**src/rtl/bp_be_late_wb_buffer.sv**
```systemverilog
// bp_be_late_wb_buffer: in-order two-source late-writeback FIFO with head aging/force and RF pending masks.
// Revision 1.0
`default_nettype none

module bp_be_late_wb_buffer #(
  parameter int els_p         = 4,
  parameter int age_limit_p   = 8,
  parameter int dword_width_p = 64
) (
  input  logic                     clk_i,
  input  logic                     reset_n_i,

  input  logic                     src0_v_i,
  output logic                     src0_ready_and_o,
  input  logic [4:0]               src0_rd_addr_i,
  input  logic                     src0_ird_w_v_i,
  input  logic                     src0_frd_w_v_i,
  input  logic                     src0_ptw_w_v_i,
  input  logic [dword_width_p-1:0] src0_data_i,
  input  logic [4:0]               src0_fflags_i,

  input  logic                     src1_v_i,
  output logic                     src1_ready_and_o,
  input  logic [4:0]               src1_rd_addr_i,
  input  logic                     src1_ird_w_v_i,
  input  logic                     src1_frd_w_v_i,
  input  logic                     src1_ptw_w_v_i,
  input  logic [dword_width_p-1:0] src1_data_i,
  input  logic [4:0]               src1_fflags_i,

  output logic                     late_wb_v_o,
  output logic                     late_wb_force_o,
  input  logic                     late_wb_yumi_i,
  output logic [4:0]               late_wb_rd_addr_o,
  output logic                     late_wb_ird_w_v_o,
  output logic                     late_wb_frd_w_v_o,
  output logic                     late_wb_ptw_w_v_o,
  output logic [dword_width_p-1:0] late_wb_data_o,
  output logic [4:0]               late_wb_fflags_o,

  output logic [31:0]              irf_pending_o,
  output logic [31:0]              frf_pending_o
);

  localparam int c_cnt_w = $clog2(els_p + 1);
  localparam int c_ptr_w = $clog2(els_p);
  localparam int c_age_w = $clog2(age_limit_p + 1);

  localparam logic [c_cnt_w-1:0] c_full    = c_cnt_w'(els_p);
  localparam logic [c_cnt_w-1:0] c_almost  = c_cnt_w'(els_p - 1);
  localparam logic [c_ptr_w-1:0] c_last    = c_ptr_w'(els_p - 1);
  localparam logic [c_age_w-1:0] c_age_max = c_age_w'(age_limit_p);

  typedef struct packed {
    logic [4:0]               rd_addr;
    logic                     ird_w_v;
    logic                     frd_w_v;
    logic                     ptw_w_v;
    logic [dword_width_p-1:0] data;
    logic [4:0]               fflags;
  } entry_t;

  entry_t               r_mem [els_p];
  logic [els_p-1:0]     r_valid;
  logic [c_ptr_w-1:0]   r_rptr;
  logic [c_ptr_w-1:0]   r_wptr;
  logic [c_cnt_w-1:0]   r_count;
  logic [c_age_w-1:0]   r_age;

  entry_t               w_src0_entry;
  entry_t               w_src1_entry;
  entry_t               w_head;
  logic                 w_head_v;
  logic                 w_enq0;
  logic                 w_enq1;
  logic                 w_deq;
  logic [c_ptr_w-1:0]   w_wptr_p1;
  logic [c_ptr_w-1:0]   w_wptr_p2;
  logic [c_ptr_w-1:0]   w_slot0;
  logic [31:0]          w_irf_pending;
  logic [31:0]          w_frf_pending;

  // Pointers wrap explicitly so els_p need not be a power of two.
  function automatic logic [c_ptr_w-1:0] f_inc(input logic [c_ptr_w-1:0] p);
    return (p == c_last) ? '0 : p + 1'b1;
  endfunction

  assign w_src0_entry = '{rd_addr: src0_rd_addr_i, ird_w_v: src0_ird_w_v_i,
                          frd_w_v: src0_frd_w_v_i, ptw_w_v: src0_ptw_w_v_i,
                          data: src0_data_i, fflags: src0_fflags_i};
  assign w_src1_entry = '{rd_addr: src1_rd_addr_i, ird_w_v: src1_ird_w_v_i,
                          frd_w_v: src1_frd_w_v_i, ptw_w_v: src1_ptw_w_v_i,
                          data: src1_data_i, fflags: src1_fflags_i};

  // src1 has priority for the last free slot; yumi is deliberately not credited.
  assign src1_ready_and_o = reset_n_i & (r_count < c_full);
  assign src0_ready_and_o = reset_n_i & ((r_count < c_almost) |
                                         ((r_count == c_almost) & ~src1_v_i));

  assign w_enq1    = src1_v_i & src1_ready_and_o;
  assign w_enq0    = src0_v_i & src0_ready_and_o;
  assign w_head_v  = r_valid[r_rptr];
  assign w_deq     = late_wb_yumi_i & w_head_v;
  assign w_wptr_p1 = f_inc(r_wptr);
  assign w_wptr_p2 = f_inc(w_wptr_p1);
  assign w_slot0   = w_enq1 ? w_wptr_p1 : r_wptr;

  always_ff @(posedge clk_i or negedge reset_n_i) begin
    if (!reset_n_i) begin
      r_valid <= '0;
      r_rptr  <= '0;
      r_wptr  <= '0;
      r_count <= '0;
      r_age   <= '0;
    end else begin
      r_count <= r_count + c_cnt_w'(w_enq0) + c_cnt_w'(w_enq1) - c_cnt_w'(w_deq);
      if (w_deq) begin
        r_rptr <= f_inc(r_rptr);
      end
      if (w_enq0 & w_enq1) begin
        r_wptr <= w_wptr_p2;
      end else if (w_enq0 | w_enq1) begin
        r_wptr <= w_wptr_p1;
      end
      // An enqueue slot never aliases the dequeued slot: full blocks enqueue, empty blocks dequeue.
      for (int i = 0; i < els_p; i++) begin
        if (w_deq && (r_rptr == c_ptr_w'(i))) begin
          r_valid[i] <= 1'b0;
        end
        if ((w_enq1 && (r_wptr == c_ptr_w'(i))) || (w_enq0 && (w_slot0 == c_ptr_w'(i)))) begin
          r_valid[i] <= 1'b1;
        end
      end
      if (w_deq || (!w_head_v && (w_enq0 || w_enq1))) begin
        r_age <= '0;
      end else if (w_head_v && (r_age != c_age_max)) begin
        r_age <= r_age + 1'b1;
      end
    end
  end

  always_ff @(posedge clk_i) begin
    for (int i = 0; i < els_p; i++) begin
      if (w_enq1 && (r_wptr == c_ptr_w'(i))) begin
        r_mem[i] <= w_src1_entry;
      end else if (w_enq0 && (w_slot0 == c_ptr_w'(i))) begin
        r_mem[i] <= w_src0_entry;
      end
    end
  end

  assign w_head = w_head_v ? r_mem[r_rptr] : '0;

  assign late_wb_v_o       = w_head_v;
  assign late_wb_force_o   = w_head_v & ((r_count == c_full) | (r_age == c_age_max));
  assign late_wb_rd_addr_o = w_head.rd_addr;
  assign late_wb_ird_w_v_o = w_head.ird_w_v;
  assign late_wb_frd_w_v_o = w_head.frd_w_v;
  assign late_wb_ptw_w_v_o = w_head.ptw_w_v;
  assign late_wb_data_o    = w_head.data;
  assign late_wb_fflags_o  = w_head.fflags;

  always_comb begin
    w_irf_pending = '0;
    w_frf_pending = '0;
    for (int i = 0; i < els_p; i++) begin
      if (r_valid[i]) begin
        if (r_mem[i].ird_w_v) begin
          w_irf_pending[r_mem[i].rd_addr] = 1'b1;
        end
        if (r_mem[i].frd_w_v) begin
          w_frf_pending[r_mem[i].rd_addr] = 1'b1;
        end
      end
    end
    // x0 is hardwired zero and never a hazard.
    w_irf_pending[0] = 1'b0;
  end

  assign irf_pending_o = w_irf_pending;
  assign frf_pending_o = w_frf_pending;

  a_no_yumi_when_empty: assert property (@(posedge clk_i) disable iff (!reset_n_i)
                                         late_wb_yumi_i |-> w_head_v);

endmodule

`default_nettype wire

```
**config.mk**
```make
export PLATFORM = sky130hd
export DESIGN_NAME = bp_be_late_wb_buffer
export DESIGN_NICKNAME = d
export VERILOG_FILES = /design/src/rtl/bp_be_late_wb_buffer.sv
export SDC_FILE = /design/constraint.sdc
export NUM_CORES = 1
export LEC_CHECK = 0
export ABC_CLOCK_PERIOD_IN_PS = 15700
export BUFFER_PORTS_ARGS = -buffer_cell sky130_fd_sc_hd__buf_2
export CAP_MARGIN = 20
export CORE_UTILIZATION = 50
export CTS_CLUSTER_SIZE = 25
export DETAILED_ROUTE_END_ITERATION = 12
export GPL_TIMING_DRIVEN = 1
export PLACE_DENSITY_LB_ADDON = 0.08
export RECOVER_POWER = 100
export SLEW_MARGIN = 0
export SYNTH_ARGS = -nofsm -noshare
export SYNTH_HDL_FRONTEND = slang
export SYNTH_SLANG_ARGS = --single-unit
```
**constraint.sdc**
```tcl
create_clock -name clk_i -period 15.7 [get_ports clk_i]
set_input_delay 1.57 -clock clk_i [delete_from_list [all_inputs] [get_ports clk_i]]
set_output_delay 1.57 -clock clk_i [all_outputs]
set_load 0.03 [all_outputs]
```
### Yosys cells after proc, flatten, opt, wreduce, memory -nomap -nowiden

Memory sizes are Yosys's and may differ from the RTL's.
Index checks and enable logic that the tools add are counted.

| operators by class | value |
|---|---|
| add/subtract/negate cells | 7 |
| equal/unequal tests | 14 |
| $lt $le $gt $ge | 11 |
| bitwise operators | 22 |
| muxes and demuxes | 73 |
| reduce and logical (&&, ||, !) cells | 36 |

Operator list:

| operator | number |
|---|---|
| $mux W77 | 7 |
| $mux W32 | 16 |
| $or A32 B32 Y32 | 6 |
| $reduce_or A77 Y1 | 2 |
| $mux W1 | 35 |
| $lt A5 B6 Y1 const B | 4 |
| $demux W1 S5 | 4 |
| $ge A5 B1 Y1 const B | 4 |
| $logic_and A1 B1 Y1 | 18 |
| $mux W2 | 8 |
| $eq A2 B2 Y1 const B | 7 |
| $reduce_bool A2 Y1 | 6 |
| $and A1 B1 Y1 | 8 |
| $mux W4 | 2 |
| $or A1 B1 Y1 | 7 |
| $add A2 B1 Y2 const B | 3 |
| $add A3 B1 Y3 | 2 |
| $eq A2 B1 Y1 const B | 3 |
| $logic_not A2 Y1 | 3 |
| $logic_or A1 B1 Y1 | 6 |
| $add A4 B1 Y4 const B | 1 |
| $eq A4 B4 Y1 const B | 1 |
| $ne A4 B4 Y1 const B | 1 |
| $eq A3 B2 Y1 const B | 1 |
| other kinds (8) | 8 |

| word-level totals | value |
|---|---|
| memories kept | 1 |
| word-level logic and storage cells | 172 |
| RAM bits | 308 |
| register bits after elaboration | 15 |

Memory list:

| name | depth | width | rd ports | clocked after memory_dff | write ports | line | RTL |
|---|---|---|---|---|---|---|---|
| r_mem | 4 | 77 | 5 | 0 | 2 | 63 | `entry_t r_mem [els_p];` |

### Depth between registers and ports, before layout

An unclocked memory read counts as a cell.

| logic depth | value |
|---|---|
| depth in word-level cells | 16 |
| mapped depth | 11 |
| gate-level depth less buffers | 10 |

### Worst setup path after synthesis

Ideal clock, no wire load.

| timing path | value |
|---|---|
| path type | input port to flip-flop |
| start | input reset_n_i |
| end | memory r_mem[1][0] (netlist name) (enable) |
| arrival | 7.711 ns |
| stages on the path | 5 |
| setup time | 0.619 ns |
| path buffers | 1 |
| required time | 15.081 ns |
| path slack | 7.370 ns |
| cells stage by stage | and2b_2 o211a_4 buf_6 a31oi_1 o21ai_0 |

RTL lines:

| what | line | RTL |
|---|---|---|
| start, declared | 11 | `input logic reset_n_i,` |
| end, declared | 63 |  |

==> results.yml <==
floorplan:
  die_height_um: 194
  start_util_pct: 51.3
  core_area_sq_mm: 0.0359
  rows: 69
  dieArea_sq_mm: 0.0376
  die_w_um: 194
  io-pin-count: 304
min_path:
  hold_start: "r_age[0]"
  hold_path_class: "flip-flop to flip-flop"
clock_network:
  cts-root-buf: "clkbuf_16"
  cts_resized: 0
  post_cts_buffers: 0
  hold_buffers: 0
  clk_path_buf_depth: 3
  cts_num_sinks: 323
  htree_levels: 2
  clk-insertion-delay-late_ps: 530
  cts_tree: "done"
  cts.clk_slew.worst_paths_ps: 60
  cts_made_buffers: 37
sta:
  finClkSkew_ps: 22.1
  layout_min_cycle_time_ps: 8160
  slew_headroom_pct: -177
  hold_viol_final: 0
  fmax_ghz: 0.123
  worst_slew_pin_slew_ps: 4150
  setup_viol: 0
  fin_crit_sh_pct: 51.9
  tns_ps: 0
  fin_hold_ws_ps: 558
  rsz0062_at_grt: "no"
  finalMaxSlewViolations: 684
pwr:
  irDropWorstVdd_uv: 97.6
  power_density_mw_per_mm2: 165
  swShare_pct: 39.4
  pwr-share-seq_pct: 35.0
  p_switching_uw: 1370
  clockPowerShare_pct: 23.0
  leakagePower_uw: 0.00729
  power_frac_comb_pct: 41.9
  intPower_uw: 2100
yosys:
  ys_seq_elements: 323
  synth_top_family_by_area: "multiplexers"
  synth_edf_count: 308
  netlist_area_sq_mm: 0.0184
  synth_top_area_cell: "edfxtp_1"
  avgSynthCellArea_sq_um: 14.9
  synth_top_area_share_pct: 50.2
  ys_seq_area_share_pct: 52.2
  synth_xor_area_share_pct: 0.143
  syn_nets: 1413
  synthMuxAreaShare_pct: 29.1
  synth-adder-area-share_pct: 1.03
  ys_top_cells_by_area: "edfxtp_1 (50%), mux2_2 (13%), mux4_2 (9.4%), mux2_1 (4.2%), and2_1 (2.7%)"
  synth_compound_area_share_pct: 6.65
  yosys_most_used_dff: "edfxtp_1"
  ys_types: 64
  synthSimpleGateAreaFrac_pct: 7.56
  async_reset_ff_share_pct: 4.64
  yosys_warnings: 0
  synth_cells: 1240
critical_path:
  critPathMaxFanout: 50
  cp.required_ps: 15760
  cp-end-kind: "flip-flop"
  r2r-start: "r_wptr[0]"
  cp-start-kind: "input pin"
  cp-startpoint: "reset_n_i"
  critPathKind: "input pin to flip-flop"
  critPathArrivalTime_ps: 8220
  r2r_slack_ps: 8650
layout:
  area_growth_pct: 14.1
  fillers: 3044
  final_nets: 1683
  drive_above_1_share_pct: 37.4
run:
  maxCapViolCount: 17
detailed_routing:
  wl_per_cell_um: 24.7
  vias: 12300
  drt-pass1-iter-count: 5
  remaining_drc_errors: 0
  wirelength_mm: 49.7
  drtIter0Drc: 836
  vias_per_cell: 6.11
  drtAntennaViolNets: 0
place:
  gp_congestion: 0.936
  hpwlAfterDp_mm: 31.4
  io_buffers: 302
outcome:
  violations: "max-capacitance violations, max-slew violations"
  run_status: "complete, but fails checks"
grt:
  grt_max_degree: 62
  grt_pass1_vias: 12400
  overflow: 0
  grt_pass1_wl_mm: 75.2
  antenna_found_initial: 17
  track_usage_pct: 26.2
-- cell type report --
cell class	count	area, sq um	area share, %
multi-input combinational	799	8080	38.4
clock buffer	43	970	4.61
antenna	13	32.5	0.155
inverter	26	97.6	0.464
tap	461	577	2.74
clock inverter	20	143	0.678
sequential	323	9630	45.8
timing repair buffer	323	1500	7.14
-- power groups by stage --
stage	combinational [uW]	clock, uW	sequential (uW)
6_report	1450	800	1220
3_5_place_dp	1500	0	1220
5_1_grt	1560	850	1230
2_1_floorplan	1110	0	1160
4_1_cts	1500	819	1210
3_3_place_gp	1490	0	1220
-- metal layers --
metal | global-route usage, % | up-vias | share of wire (%)
li1 | - | 5557 | -
met1 | 34.0 | 6112 | 41
met2 | 44.7 | 500 | 49
met3 | 5.76 | 89 | 7.6
met4 | 6.44 | 8 | 1.9
met5 | 0 | - | 0.081
-- critical path, stage by stage --
cell	delay (ps)
clkbuf_1	690
and2b_1	290
o211a_1	500
a31oi_1	190
o21ai_0	1600
clkbuf_1	910
clkbuf_1	2430
-- cell families after synthesis --
| family | Yosys count |
|---|---|
| multiplexers | 390 |
| flip-flops | 323 |
| AND/OR/NAND/NOR | 238 |
| AO/OA/AOI/OAI | 153 |
| buffers and inverters | 118 |
| adder cells (fa/ha/maj) | 14 |
| XOR/XNOR | 3 |
| other | 1 |
-- registers in the layout (all words and copies together) (netlist names) --
name     count
r_wptr       2
r_age        4
r_valid      4
r_count      3
r_rptr       2
r_mem      308
-- worst paths after layout --
check / endpoint / depth (start not counted)
setup / recovery: r_mem[1][33] / 7
hold / removal: r_age[0] / 1
setup reg to reg: r_mem[1][33] / 7
hold reg to reg: r_age[0] / 1
max in group asynchronous: r_rptr[0] / 1
min in group asynchronous: r_valid[1] / 1
-- cell usage after synthesis (all sizes together) (6+ instances only) --
library cell / number
mux2: 309
edfxtp: 308
and2: 80
mux4: 77
buf: 54
a22oi: 51
o221ai: 51
clkbuf: 38
nor2: 32
nand2: 30
inv: 26
nand3: 18
dfrtp: 15
ha: 12
nand3b: 11
nor3: 10
nor3b: 8
a221o: 7
and3b: 7
o211ai: 7
o21ai: 7
a21oi: 6
nand4: 6
-- per-stage QoR --
step                cells  area (sq um)  worst slack [ps]  utilization [%]  power, uW
floorplan            1240         18400              7370                -       2280
global placement     1927         20200             10930             56.3       2710
detailed placement   1927         20200             10840             56.3       2720
CTS                  1990         21300             10420             59.4       3530
global route         2002         21000              6930             58.5       3640
finish               2008         21000              7540             58.6       3470
-- layout by cell type (no fill, tap or decap), types with 6 or more instances in the layout --
cell,instances
o21ai_0,6
diode_2,13
clkbuf_16,38
nor3_1,10
and2_1,22
clkbuf_1,105
a21oi_1,6
nand3_1,18
o221ai_1,51
clkinv_2,6
edfxtp_1,308
dfrtp_1,14
o211ai_1,6
a22oi_1,51
nor3b_1,8
nor2_1,32
nand4_1,6
clkinv_1,10
and2_0,58
buf_2,218
ha_1,12
a221o_1,7
and3b_1,7
mux2_1,97
inv_1,26
nand2_1,30
mux4_2,77
nand3b_1,11
mux2_2,210
Power figures use the tool's default switching activity.
